==> config.mk <==
export PLATFORM = sky130hd
export DESIGN_NAME = wash_seq_flat
export DESIGN_NICKNAME = d
export VERILOG_FILES = /design/src/rtl/wash_seq_if.sv /design/src/rtl/wash_seq.sv /design/src/flat_wrapper.sv
export SDC_FILE = /design/constraint.sdc
export NUM_CORES = 1
export LEC_CHECK = 0
export CAP_MARGIN = 25
export CORE_ASPECT_RATIO = 1.25
export CORE_UTILIZATION = 64
export CTS_BUF_LIST = sky130_fd_sc_hd__clkbuf_8
export DETAILED_ROUTE_END_ITERATION = 7
export PLACE_DENSITY_LB_ADDON = 0.25
export SLEW_MARGIN = 20
export SYNTH_ARGS = -nofsm -noshare
export SYNTH_HDL_FRONTEND = slang
export SYNTH_SLANG_ARGS = --single-unit
==> constraint.sdc <==
create_clock -name clk -period 5.4 [get_ports clk]
set_input_delay 1.35 -clock clk [delete_from_list [all_inputs] [get_ports clk]]
set_output_delay 1.35 -clock clk [all_outputs]
set_load 0.03 [all_outputs]
==> src/rtl/wash_seq_if.sv <==
// Handshake/bus bundle for the wash sequencer: user controls in, status out.
// The master drives buttons, mode and balance; the slave is the sequencer.
interface wash_seq_if #(
  parameter int N_MODES = 3,
  parameter int W_BAL   = 12,
  parameter int W_T     = 10
) ();
  localparam int MW = $clog2(N_MODES);

  logic                    start;
  logic                    pause;
  logic [MW-1:0]           mode;
  logic signed [W_BAL-1:0] bal_in;
  logic signed [W_BAL-1:0] bal_out;
  logic [2:0]              phase;
  logic [W_T-1:0]          remain_s;
  logic                    busy;
  logic                    done;
  logic [7:0]              st_light;

  modport master (
    output start, pause, mode, bal_in,
    input  bal_out, phase, remain_s, busy, done, st_light
  );

  modport slave (
    input  start, pause, mode, bal_in,
    output bal_out, phase, remain_s, busy, done, st_light
  );
endinterface

==> src/rtl/wash_seq.sv <==
// Coin-operated washing machine sequencer: charge, then WASH -> RINSE -> SPIN -> DONE,
// with a pausable per-second countdown and an abort after a long pause.
module wash_seq #(
  parameter int N_MODES     = 3,
  parameter int TICK_DIV    = 100000000,
  parameter int W_BAL       = 12,
  parameter int W_T         = 10,
  parameter int WASH_S      = 20,
  parameter int RINSE_S     = 10,
  parameter int SPIN_S      = 5,
  parameter int PRICE_UNIT  = 10,
  parameter int PAUSE_MAX_S = 60
) (
  input logic       clk,
  input logic       rst,
  wash_seq_if.slave bus
);
  localparam int PW = (TICK_DIV > 1) ? $clog2(TICK_DIV) : 1;
  localparam int CW = $clog2(PAUSE_MAX_S + 1);
  localparam logic [PW-1:0] PRESC_LAST = PW'(TICK_DIV - 1);
  localparam logic [CW-1:0] PAUSE_LAST = CW'(PAUSE_MAX_S - 1);

  typedef enum logic [2:0] {
    IDLE  = 3'd0,
    WASH  = 3'd1,
    RINSE = 3'd2,
    SPIN  = 3'd3,
    PAUSE = 3'd4,
    DONE  = 3'd5,
    ERR   = 3'd6
  } phase_t;

  phase_t                  state;
  phase_t                  ret_phase;
  logic [PW-1:0]           presc;
  logic [PW-1:0]           pause_div;
  logic [CW-1:0]           pause_s;
  logic [W_T-1:0]          remain;
  logic                    aborted;
  logic                    done_q;
  logic signed [W_BAL-1:0] bal_q;

  // Price check is done one bit wider so a negative balance never wraps into "affordable".
  logic signed [W_BAL:0] price;
  logic signed [W_BAL:0] bal_ext;
  logic                  mode_ok;
  logic                  afford;
  logic [W_T-1:0]        wash_len;
  logic                  tick;
  logic                  pause_tick;

  assign price      = (W_BAL+1)'(PRICE_UNIT * (32'(bus.mode) + 1));
  assign bal_ext    = {bus.bal_in[W_BAL-1], bus.bal_in};
  assign afford     = bal_ext >= price;
  assign mode_ok    = 32'(bus.mode) < N_MODES;
  assign wash_len   = W_T'(WASH_S * (32'(bus.mode) + 1));
  assign tick       = presc == PRESC_LAST;
  assign pause_tick = pause_div == PRESC_LAST;

  // NOTE: all state uses non-blocking assignments so every branch sees pre-edge values.
  always_ff @(posedge clk) begin
    if (!rst) begin
      state     <= IDLE;
      ret_phase <= IDLE;
      presc     <= '0;
      pause_div <= '0;
      pause_s   <= '0;
      remain    <= '0;
      aborted   <= 1'b0;
      done_q    <= 1'b0;
      bal_q     <= '0;
    end else begin
      done_q <= 1'b0;
      unique case (state)
        IDLE: begin
          if (bus.start) begin
            if (mode_ok && afford) begin
              state  <= WASH;
              bal_q  <= W_BAL'(bal_ext - price);
              remain <= wash_len;
              presc  <= '0;
            end else begin
              state <= ERR;
            end
          end else begin
            bal_q <= bus.bal_in;
          end
        end
        WASH, RINSE, SPIN: begin
          // A pause on the tick cycle leaves presc at its last value, so the tick fires on resume.
          if (bus.pause) begin
            ret_phase <= state;
            state     <= PAUSE;
            pause_div <= '0;
            pause_s   <= '0;
          end else if (tick) begin
            presc <= '0;
            if (remain == W_T'(1)) begin
              case (state)
                WASH: begin
                  state  <= RINSE;
                  remain <= W_T'(RINSE_S);
                end
                RINSE: begin
                  state  <= SPIN;
                  remain <= W_T'(SPIN_S);
                end
                default: begin
                  state  <= DONE;
                  remain <= '0;
                  done_q <= 1'b1;
                end
              endcase
            end else begin
              remain <= remain - 1'b1;
            end
          end else begin
            presc <= presc + 1'b1;
          end
        end
        PAUSE: begin
          if (bus.pause) begin
            state <= ret_phase;
          end else if (pause_tick) begin
            pause_div <= '0;
            if (pause_s == PAUSE_LAST) begin
              state   <= DONE;
              remain  <= '0;
              aborted <= 1'b1;
              done_q  <= 1'b1;
            end else begin
              pause_s <= pause_s + 1'b1;
            end
          end else begin
            pause_div <= pause_div + 1'b1;
          end
        end
        DONE, ERR: begin
          if (bus.start) begin
            state   <= IDLE;
            aborted <= 1'b0;
          end
        end
        default: state <= IDLE;
      endcase
    end
  end

  assign bus.bal_out  = bal_q;
  assign bus.phase    = state;
  assign bus.remain_s = remain;
  assign bus.busy     = state inside {WASH, RINSE, SPIN, PAUSE};
  assign bus.done     = done_q;
  assign bus.st_light = {aborted, 7'b1 << state};
endmodule

==> src/flat_wrapper.sv <==
// flat-port wrapper written by rule: the top's interface ports become plain ports
module wash_seq_flat 
#(
  parameter int N_MODES     = 3,
  parameter int TICK_DIV    = 100000000,
  parameter int W_BAL       = 12,
  parameter int W_T         = 10,
  parameter int WASH_S      = 20,
  parameter int RINSE_S     = 10,
  parameter int SPIN_S      = 5,
  parameter int PRICE_UNIT  = 10,
  parameter int PAUSE_MAX_S = 60
)
  (clk, rst, bus_start, bus_pause, bus_mode, bus_bal_in, bus_bal_out, bus_phase, bus_remain_s, bus_busy, bus_done, bus_st_light);
  wash_seq_if #(.N_MODES(N_MODES), .W_BAL(W_BAL), .W_T(W_T)) bus_i ();
  input logic clk;
  input logic rst;
  input wire logic [$bits(bus_i.start)-1:0] bus_start;
  input wire logic [$bits(bus_i.pause)-1:0] bus_pause;
  input wire logic [$bits(bus_i.mode)-1:0] bus_mode;
  input wire logic [$bits(bus_i.bal_in)-1:0] bus_bal_in;
  output wire logic [$bits(bus_i.bal_out)-1:0] bus_bal_out;
  output wire logic [$bits(bus_i.phase)-1:0] bus_phase;
  output wire logic [$bits(bus_i.remain_s)-1:0] bus_remain_s;
  output wire logic [$bits(bus_i.busy)-1:0] bus_busy;
  output wire logic [$bits(bus_i.done)-1:0] bus_done;
  output wire logic [$bits(bus_i.st_light)-1:0] bus_st_light;
  assign bus_i.start = bus_start;
  assign bus_i.pause = bus_pause;
  assign bus_i.mode = bus_mode;
  assign bus_i.bal_in = bus_bal_in;
  assign bus_bal_out = bus_i.bal_out;
  assign bus_phase = bus_i.phase;
  assign bus_remain_s = bus_i.remain_s;
  assign bus_busy = bus_i.busy;
  assign bus_done = bus_i.done;
  assign bus_st_light = bus_i.st_light;
  wash_seq #(.N_MODES(N_MODES), .TICK_DIV(TICK_DIV), .W_BAL(W_BAL), .W_T(W_T), .WASH_S(WASH_S), .RINSE_S(RINSE_S), .SPIN_S(SPIN_S), .PRICE_UNIT(PRICE_UNIT), .PAUSE_MAX_S(PAUSE_MAX_S)) u_core (.clk(clk), .rst(rst), .bus(bus_i));
endmodule
==> flow_summary.toml, run 1 <==
[power_and_ir_drop]
p_leak_nw = 2.11
power_switching_mw = 1.09
swShare = 0.428
power.density_nw_per_um2 = 426
internal-power_mw = 1.45
power.share.clock = 0.184
pwr-share-comb = 0.481
seqPwrFrac = 0.335
irDropWorstVdd_mv = 0.337

[global_routing]
grt_use_total = 0.323
overflow = 0
grt_pass1_wl_um = 21300
grt_antenna_before_repair = 0
grt_max_degree = 41
grt_pass1_vias = 4716

[synth]
synth-simple-area-share = 0.284
synth_fa_ha_area_frac = 0.0352
synth-edff-count = 0
yosysUniqueCellTypes = 63
synth_top_family_by_area = "simple AND/OR/NAND/NOR gates"
async_reset_ff_frac = 0
ys.warnings.count = 0
netlist_instances = 646
postSynthAreaPerCell_um2 = 8.04
synth_top_flop_cell = "dfxtp_1"
synth_compound_area_frac = 0.185
ys_ff_latch = 90
synth_area_um2 = 5190
syn_nets = 678
synth_seq_area_share = 0.347
synth_xor_area_frac = 0.0725
yosys-mux-area-fraction = 0.0349

[timing]
maxSlewHeadroom = 0.375
finClkSkew_ps = 5.11
worst_pin_slew_ps = 929
holdWs_ps = 451
setup_viol_count_final = 0
max_freq_ghz = 0.234
hold_violations = 0
maxSlewViolCount = 0
period_needed_ps = 4280
tns_ps = 0
fin_crit_sh = 0.793
rsz0062_at_grt = "false"

[finish]
final_cell_mix = "dfxtp_1 (90), nor2_1 (76), nand2_1 (57)"
mostFrequentLayoutCell = "dfxtp_1"
diodes = 0
area_growth_pct = 14.6
num-fill-cells = 585
seq_area_um2 = 1800
nets = 715
drive_above_1_share = 0.0669
multiInputGateArea_um2 = 3180

[critical_path]
cp_max_fo = 19
end_kind = "output pin"
path_cells = "nor2_1 -> xnor2_1 -> clkdlybuf4s50_1"
crit_arrival_ps = 2930
critical_path_buf_inv_count = 1
slowest_delay_ps = 800
reg2reg_setup_slack_ps = 2310
start_kind = "flop"
worstSetupPathType = "reg -> out"
cpMaxStageDelayCell = "clkdlybuf4s50_1"
cp.required_ps = 4050
cp_top_family = "buffers and inverters"

[clocking]
cts_buffers = 9
clock_path_buffers = 2
clk_latency_ps = 360
cts_resized = 0
cts_tree = "done"
clkSinkCount = 90
root_buffer = "clkbuf_8"
cts_hold_buf = 0
htree_levels = 3
path_clk_slew_ps = 90
post_cts_buffers = 0

[place]
io_buffers = 52
place_hpwl_um = 9120
gp_congestion = 0.894

[floorplan]
start_util = 0.663
num_io_pins = 53
core-area_um2 = 7840
die_h_um = 103
die_w_um = 82.6
row_count = 36
die_area_um2 = 8480

[routing]
wire_per_inst_um = 16.8
top_layer_used = "met4"
routed_wl_um = 13100
vias = 5044
drt_pre_antenna_iters = 5
drtAntennaViolNets = 0
wl_met3_um = 833
drc = 0
met1_length_um = 5230
via_per_inst = 6.44
wl_met2_um = 6670
drt_iter0_drc = 294

[outcome]
outcome = "finished clean"

[min_path]
hold_class = "reg -> reg"

[flow_run]
max_cap_viol_count = 0
## worst register-to-register path: stages, from the launching register on
cell     delay, ps
dfxtp_1        710
nor4b_2        540
a21oi_1        250
buf_4          270
nor4_1         790
nand4_1        200
xor2_1         170
nor2_1          50
## cells by family (layout without fill, tap and decap cells)
group | Yosys count | in the layout
simple gates | 283 | 283
fa+ha+maj | 14 | 14
xor+xnor | 43 | 43
buf+inv | 53 | 95
mux | 18 | 18
compound gates | 145 | 145
flops | 90 | 90
## final cells by class
| cell class | instances | share of cell area |
|---|---|---|
| inverter | 19 | 0.0120 |
| sequential | 90 | 0.303 |
| clock inverter | 6 | 0.00968 |
| tap | 95 | 0.0200 |
| clock buffer | 10 | 0.0231 |
| timing repair buffer | 60 | 0.0976 |
| multi-input combinational | 503 | 0.535 |
## cells in the mapped netlist (all sizes together), types with 2 or more instances
library cell  count  area (µm²)
a211oi           14         123
a21o              3        22.5
a21oi            41         209
a311oi            3        32.5
a31o              3        26.3
a31oi            16         100
and2             11        68.8
and3              9        56.3
and4              6        52.6
buf               6        38.8
clkbuf           28         105
dfxtp            90        1800
ha               13         163
inv              19        71.3
mux2i            17         170
nand2            58         220
nand2b            5        31.3
nand3            28         140
nand3b            6        45.0
nand4            13        81.3
nand4b            4        35.0
nor2             76         285
nor2b             4        25.0
nor3             19         100
nor3b             6        45.0
nor4             15        93.8
nor4b             5        50.0
nor4bb            4        40.0
o2111a            2        22.5
o211ai           11        82.6
o21ai            27         139
o221a             2        22.5
o22ai             5        31.3
o2bb2ai           2        17.5
o31ai             8        60.1
or2               3        18.8
or3               7        43.8
or4               2        22.5
xnor2            19         166
xor2             24         210
## metrics by stage
step | setup WS, ps | instances | utilization | area [µm²] | power (mW)
after floorplan | 1680 | 646 | - | 5190 | 1.69
after global placement | 1080 | 766 | 0.733 | 5750 | 2.03
after detailed placement | 948 | 766 | 0.733 | 5750 | 2.05
after CTS | 1180 | 782 | 0.758 | 5940 | 2.52
after global routing | 1010 | 783 | 0.759 | 5950 | 2.67
final | 1120 | 783 | 0.759 | 5950 | 2.53
## registers in the layout, indices dropped and copies added (netlist names)
register / cells
u_core.pause_div: 27
u_core.presc: 27
u_core.bus.bal_out: 12
u_core.bus.remain_s: 10
u_core.pause_s: 6
u_core.bus.phase: 3
u_core.ret_phase: 3
u_core.aborted: 1
u_core.bus.done: 1
## power by group through the flow
stage                     Combinational (mW)  Clock, mW  Sequential (mW)
final                                   1.22      0.465            0.848
after CTS                               1.20      0.470            0.846
after detailed placement                1.19          0            0.857
after global placement                  1.17          0            0.854
after floorplan                        0.746          0            0.948
after global routing                    1.31      0.498            0.862
## metal layers
layer | up-vias | track usage
met5 | - | 0
met2 | 202 | 0.568
met3 | 41 | 0.0522
met1 | 2383 | 0.372
met4 | 0 | 0.171
li1 | 2418 | -
## worst paths after layout
kind,startpoint,endpoint,depth (start not counted)
max,u_core.bus.phase[1]$_SDFFE_PN0P_,bus_busy,3
min,u_core.ret_phase[2]$_SDFFE_PN0P_,u_core.ret_phase[2]$_SDFFE_PN0P_,2
max reg2reg,u_core.bus.phase[2]$_SDFFE_PN0P_,u_core.pause_div[19]$_SDFFE_PN0P_,7
min reg2reg,u_core.ret_phase[2]$_SDFFE_PN0P_,u_core.ret_phase[2]$_SDFFE_PN0P_,2
Power figures use the tool's default switching activity.
==> run 2, diff against run 1 <==
--- a/config.mk
+++ b/config.mk
@@ -7,7 +7,7 @@
 export LEC_CHECK = 0
 export CAP_MARGIN = 25
 export CORE_ASPECT_RATIO = 1.25
-export CORE_UTILIZATION = 64
+export CORE_UTILIZATION = 59
 export CTS_BUF_LIST = sky130_fd_sc_hd__clkbuf_8
 export DETAILED_ROUTE_END_ITERATION = 7
 export PLACE_DENSITY_LB_ADDON = 0.25
==> constraint.sdc (replaced) <==
create_clock -name clk -period 4.38 [get_ports clk]
set_input_delay 1.095 -clock clk [delete_from_list [all_inputs] [get_ports clk]]
set_output_delay 1.095 -clock clk [all_outputs]
set_load 0.03 [all_outputs]
==> run 2 against run 1 <==
Effect of this change:
- total power grew 29%
- core utilization shrank 3.5 points
- critical path depth grew 9
- sequential share of layout area shrank 0.59 points
- hold slack lost 1.5 ps
- cell count grew 3.6%
- non-clock buffer count grew 6
- die area grew 8.3%
- largest power group unchanged
- highest routed layer unchanged
==> flow_summary.toml, run 2 (synthesized netlist as in run 1, its figures left out) <==
[routing]
drc = 0
drtAntennaViolNets = 0
drt_pre_antenna_iters = 5
drt_iter0_drc = 356
wire_per_inst_um = 16.5
routed_wl_um = 13400
via_per_inst = 6.28
vias = 5096

[clocking]
path_clk_slew_ps = 90
cts_resized = 0
clock_path_buffers = 2
clkSinkCount = 90
root_buffer = "clkbuf_8"
post_cts_buffers = 0
htree_levels = 3
cts_buffers = 9
clk_latency_ps = 380
cts_tree = "done"
cts_hold_buf = 0

[floorplan]
die_h_um = 107
num_io_pins = 53
die_w_um = 85.9
die_area_um2 = 9180
row_count = 37
start_util = 0.620
core-area_um2 = 8380

[critical_path]
critical_path_buf_inv_count = 3
cp_max_fo = 28
cp_top_family = "compound AO/OA/AOI/OAI gates"
cp_common_cell = "ha_1"
end_kind = "flop"
worstSetupPathType = "in -> reg"
start_kind = "input port"
slowest_delay_ps = 480
crit_arrival_ps = 3940
path_cells = "clkdlybuf4s50_1 -> ha_1 -> inv_1 -> nand3_1 -> ha_1 -> nand4b_1 -> a311oi_1 -> o211ai_1 -> a21o_1 -> buf_4 -> o21ai_0 -> a21oi_1"
cpMaxStageDelayCell = "clkdlybuf4s50_1"
cp.required_ps = 4620

[finish]
area_growth_pct = 16.8
drive_above_1_share = 0.0735
final_cell_mix = "dfxtp_1 (90), nor2_1 (76), nand2_1 (57)"
mostFrequentLayoutCell = "dfxtp_1"
diodes = 0
num-fill-cells = 653
nets = 721

[outcome]
outcome = "finished clean"

[timing]
setup_viol_count_final = 0
maxSlewHeadroom = 0.410
tns_ps = 0
worst_pin_slew_ps = 880
max_freq_ghz = 0.271
finClkSkew_ps = 14.5
maxSlewViolCount = 0
fin_crit_sh = 0.844
hold_violations = 0
period_needed_ps = 3700
rsz0062_at_grt = "false"

[global_routing]
grt_max_degree = 41
overflow = 0
grt_use_total = 0.303
grt_pass1_vias = 4884
grt_pass1_wl_um = 22500
grt_antenna_before_repair = 0

[power_and_ir_drop]
p_leak_nw = 2.16
irDropWorstVdd_mv = 0.450
power.density_nw_per_um2 = 537
power.total_mw = 3.26

[min_path]
hold_class = "reg -> reg"

[place]
gp_congestion = 0.867
io_buffers = 52
place_hpwl_um = 9580

[flow_run]
max_cap_viol_count = 0
## run 2: changes by cell type in the layout (fill, tap and decap cells not counted), sizes merged
cell,change
clkbuf,-1
clkinv,-4
bufinv,+2
buf,+6
inv,+3
## run 2: path summary, 6_finish.rpt
path / startpoint / to / slack [ps] / cells after the start
worst max-delay path: bus_mode[0] / u_core.presc[20]$_SDFFE_PN0P_ / 680 / 12
worst min-delay path: u_core.ret_phase[2]$_SDFFE_PN0P_ / u_core.ret_phase[2]$_SDFFE_PN0P_ / 450 / 2
worst max register to register: u_core.presc[0]$_SDFFE_PN0P_ / u_core.presc[14]$_SDFFE_PN0P_ / 1520 / 8
worst min register to register: u_core.ret_phase[2]$_SDFFE_PN0P_ / u_core.ret_phase[2]$_SDFFE_PN0P_ / 450 / 2
## run 2: final cells by class
class,instances,area [µm²],area share
multi-input combinational,503,3190,0.525
sequential,90,1800,0.297
clock buffer,9,124,0.0204
inverter,19,71.3,0.0118
clock inverter,7,110,0.0182
timing repair buffer,66,626,0.103
tap,117,146,0.0241
## run 2: tightest hold or removal path, cell delays in order (launching register included)
cell and delay (ps):
dfxtp_1 310, inv_1 60, nor2_1 40
## run 2: routing by layer
metal  GRT usage  vias up  share of wire
met5           0        -              0
met4       0.120        0          0.024
met3      0.0647       37          0.052
met2       0.516      177           0.50
met1       0.371     2450           0.42
li1            -     2432              -
## run 2: per-stage QoR
stage,setup WS [ps],std cells,instance area (µm²),hold slack [ps],utilization
2_1_floorplan,915,646,5190,416,-
3_3_place_gp,431,795,5830,429,0.695
3_5_place_dp,345,795,5830,437,0.695
4_1_cts,702,811,6060,449,0.723
5_1_grt,449,811,6070,483,0.724
6_report,685,811,6070,449,0.724
## run 2: power breakdown
part           switching, mW  leakage [nW]  total, mW  internal, mW
clock                  0.305         0.128      0.681         0.375
combinational          0.945          1.31       1.56         0.618
sequential             0.104         0.729       1.02         0.912
total                   1.35          2.16       3.26          1.91
==> run 3, diff against run 2 <==
--- a/config.mk
+++ b/config.mk
@@ -7,7 +7,7 @@
 export LEC_CHECK = 0
 export CAP_MARGIN = 25
 export CORE_ASPECT_RATIO = 1.25
-export CORE_UTILIZATION = 59
+export CORE_UTILIZATION = 54
 export CTS_BUF_LIST = sky130_fd_sc_hd__clkbuf_8
 export DETAILED_ROUTE_END_ITERATION = 7
 export PLACE_DENSITY_LB_ADDON = 0.25
==> constraint.sdc (replaced) <==
create_clock -name clk -period 3.1 [get_ports clk]
set_input_delay 0.775 -clock clk [delete_from_list [all_inputs] [get_ports clk]]
set_output_delay 0.775 -clock clk [all_outputs]
set_load 0.03 [all_outputs]
==> run 3 against run 2 <==
Effect of this change:
- count of clock-buffer cells in the layout grew 3
- global-route usage shrank 1.9 points
- critical path depth shrank 8
- core utilization shrank 2.4 points
- critical path type is now reg -> out
- largest cell class unchanged
- highest routed layer unchanged
==> flow_summary.toml, run 3 (synthesized netlist as in run 1, its figures left out) <==
[outcome]
outcome = "finished clean"

[timing]
fin_crit_sh = 0.953
maxSlewHeadroom = 0.360
period_needed_ps = 2950
tns_ps = 0
rsz0062_at_grt = "false"
maxSlewViolCount = 0
worst_pin_slew_ps = 953
hold_violations = 0
max_freq_ghz = 0.338
finClkSkew_ps = 9.71
setup_viol_count_final = 0

[power_and_ir_drop]
power.density_nw_per_um2 = 738
irDropWorstVdd_mv = 0.506
p_leak_nw = 2.38

[routing]
wire_per_inst_um = 16.7
vias = 5191
drtAntennaViolNets = 0
drc = 0
routed_wl_um = 14300
drt_pre_antenna_iters = 5
via_per_inst = 6.09
drt_iter0_drc = 388

[place]
dp_cells = 831
place_hpwl_um = 9830
io_buffers = 52
gp_congestion = 0.870

[floorplan]
row_count = 39
num_io_pins = 53
die_area_um2 = 10000
die_w_um = 89.7
start_util = 0.563
die_h_um = 112
core-area_um2 = 9220

[critical_path]
cp_top_family = "buffers and inverters"
end_kind = "output pin"
path_cells = "buf_4 -> nor2b_1 -> and2_1 -> clkdlybuf4s50_1"
cp_max_fo = 16
start_kind = "flop"
cpMaxStageDelayCell = "clkdlybuf4s50_1"
cp.required_ps = 2320
critical_path_buf_inv_count = 2
slowest_delay_ps = 690
worstSetupPathType = "reg -> out"
crit_arrival_ps = 2180

[clocking]
root_buffer = "clkbuf_8"
clock_path_buffers = 2
clkSinkCount = 90
htree_levels = 3
cts_buffers = 9
path_clk_slew_ps = 90
clk_latency_ps = 370
cts_tree = "done"
cts_hold_buf = 0

[finish]
mostFrequentLayoutCell = "dfxtp_1"
final_cell_mix = "dfxtp_1 (89), nor2_1 (74), nand2_1 (56)"
nets = 756
area_growth_pct = 24.4
stdcell_count = 852
drive_above_1_share = 0.140
diodes = 0

[global_routing]
grt_pass1_vias = 5070
top_usage_layer = "met2"
grt_use_total = 0.284
grt_max_degree = 35
grt_use_met1 = 0.337
overflow = 0
grt_antenna_before_repair = 0
grt.met3_usage = 0.0492
grt_use_met2 = 0.496
grt_pass1_wl_um = 23500

[flow_run]
max_cap_viol_count = 0

[min_path]
hold_class = "reg -> reg"
## run 3: layout make-up
cell class              instances  area (µm²)
multi-input cells             503        3270
fillers                       718        2760
repair buffers                101         951
flip-flops and latches         90        1800
well taps                     123         154
clock buffers                  12         165
clock inverters                 4        47.5
inverters                      19        71.3
## run 3: report_power, final
group	internal (mW)	switching, mW	total, mW	leakage, nW
Sequential	1.29	0.146	1.44	0.729
Clock	0.438	0.430	0.868	0.114
Combinational	1.03	1.44	2.46	1.54
## run 3: what timing repair did
item | in CTS | in global routing
endpoints found under the setup margin | 37 | 54
cloned | 2 | 2
setup buffers | 0 | 1
pin swaps | 2 | 7
resized for setup | 7 | 19
## run 3: per-layer routing
layer | part of all wire | vias up
met3 | 0.047 | 48
met5 | 0 | -
met4 | 0.034 | 0
met1 | 0.41 | 2461
met2 | 0.51 | 173
li1 | - | 2509
## run 3: through the flow
| step | util | hold WS, ps | total power [mW] | area, µm² | setup slack [ps] |
|---|---|---|---|---|---|
| 6_report | 0.700 | 441 | 4.77 | 6460 | 145 |
| 5_1_grt | 0.700 | 483 | 5.01 | 6460 | 48.4 |
| 4_1_cts | 0.687 | 442 | 4.64 | 6330 | 7.09 |
| 3_5_place_dp | 0.658 | 430 | 3.73 | 6070 | -525 |
| 3_3_place_gp | 0.658 | 439 | 3.68 | 6070 | -394 |
| 2_1_floorplan | - | 416 | 2.95 | 5190 | 12.7 |
## run 3: worst min-delay path, cell delays in order, from the launching register on
cell	delay (ps)
dfxtp_1	310
inv_1	60
nor2_1	40
## run 3: final timing paths
kind                               startpoint                                   to  slack, ps  depth (start not counted)
max reg2reg  u_core.pause_div[3]$_SDFFE_PN0P_  u_core.bus.remain_s[8]$_SDFFE_PN0P_        680                          6
max          u_core.bus.phase[0]$_SDFFE_PN0P_                      bus_st_light[3]        150                          4
min          u_core.ret_phase[2]$_SDFFE_PN0P_     u_core.ret_phase[2]$_SDFFE_PN0P_        440                          2
min reg2reg  u_core.ret_phase[2]$_SDFFE_PN0P_     u_core.ret_phase[2]$_SDFFE_PN0P_        440                          2
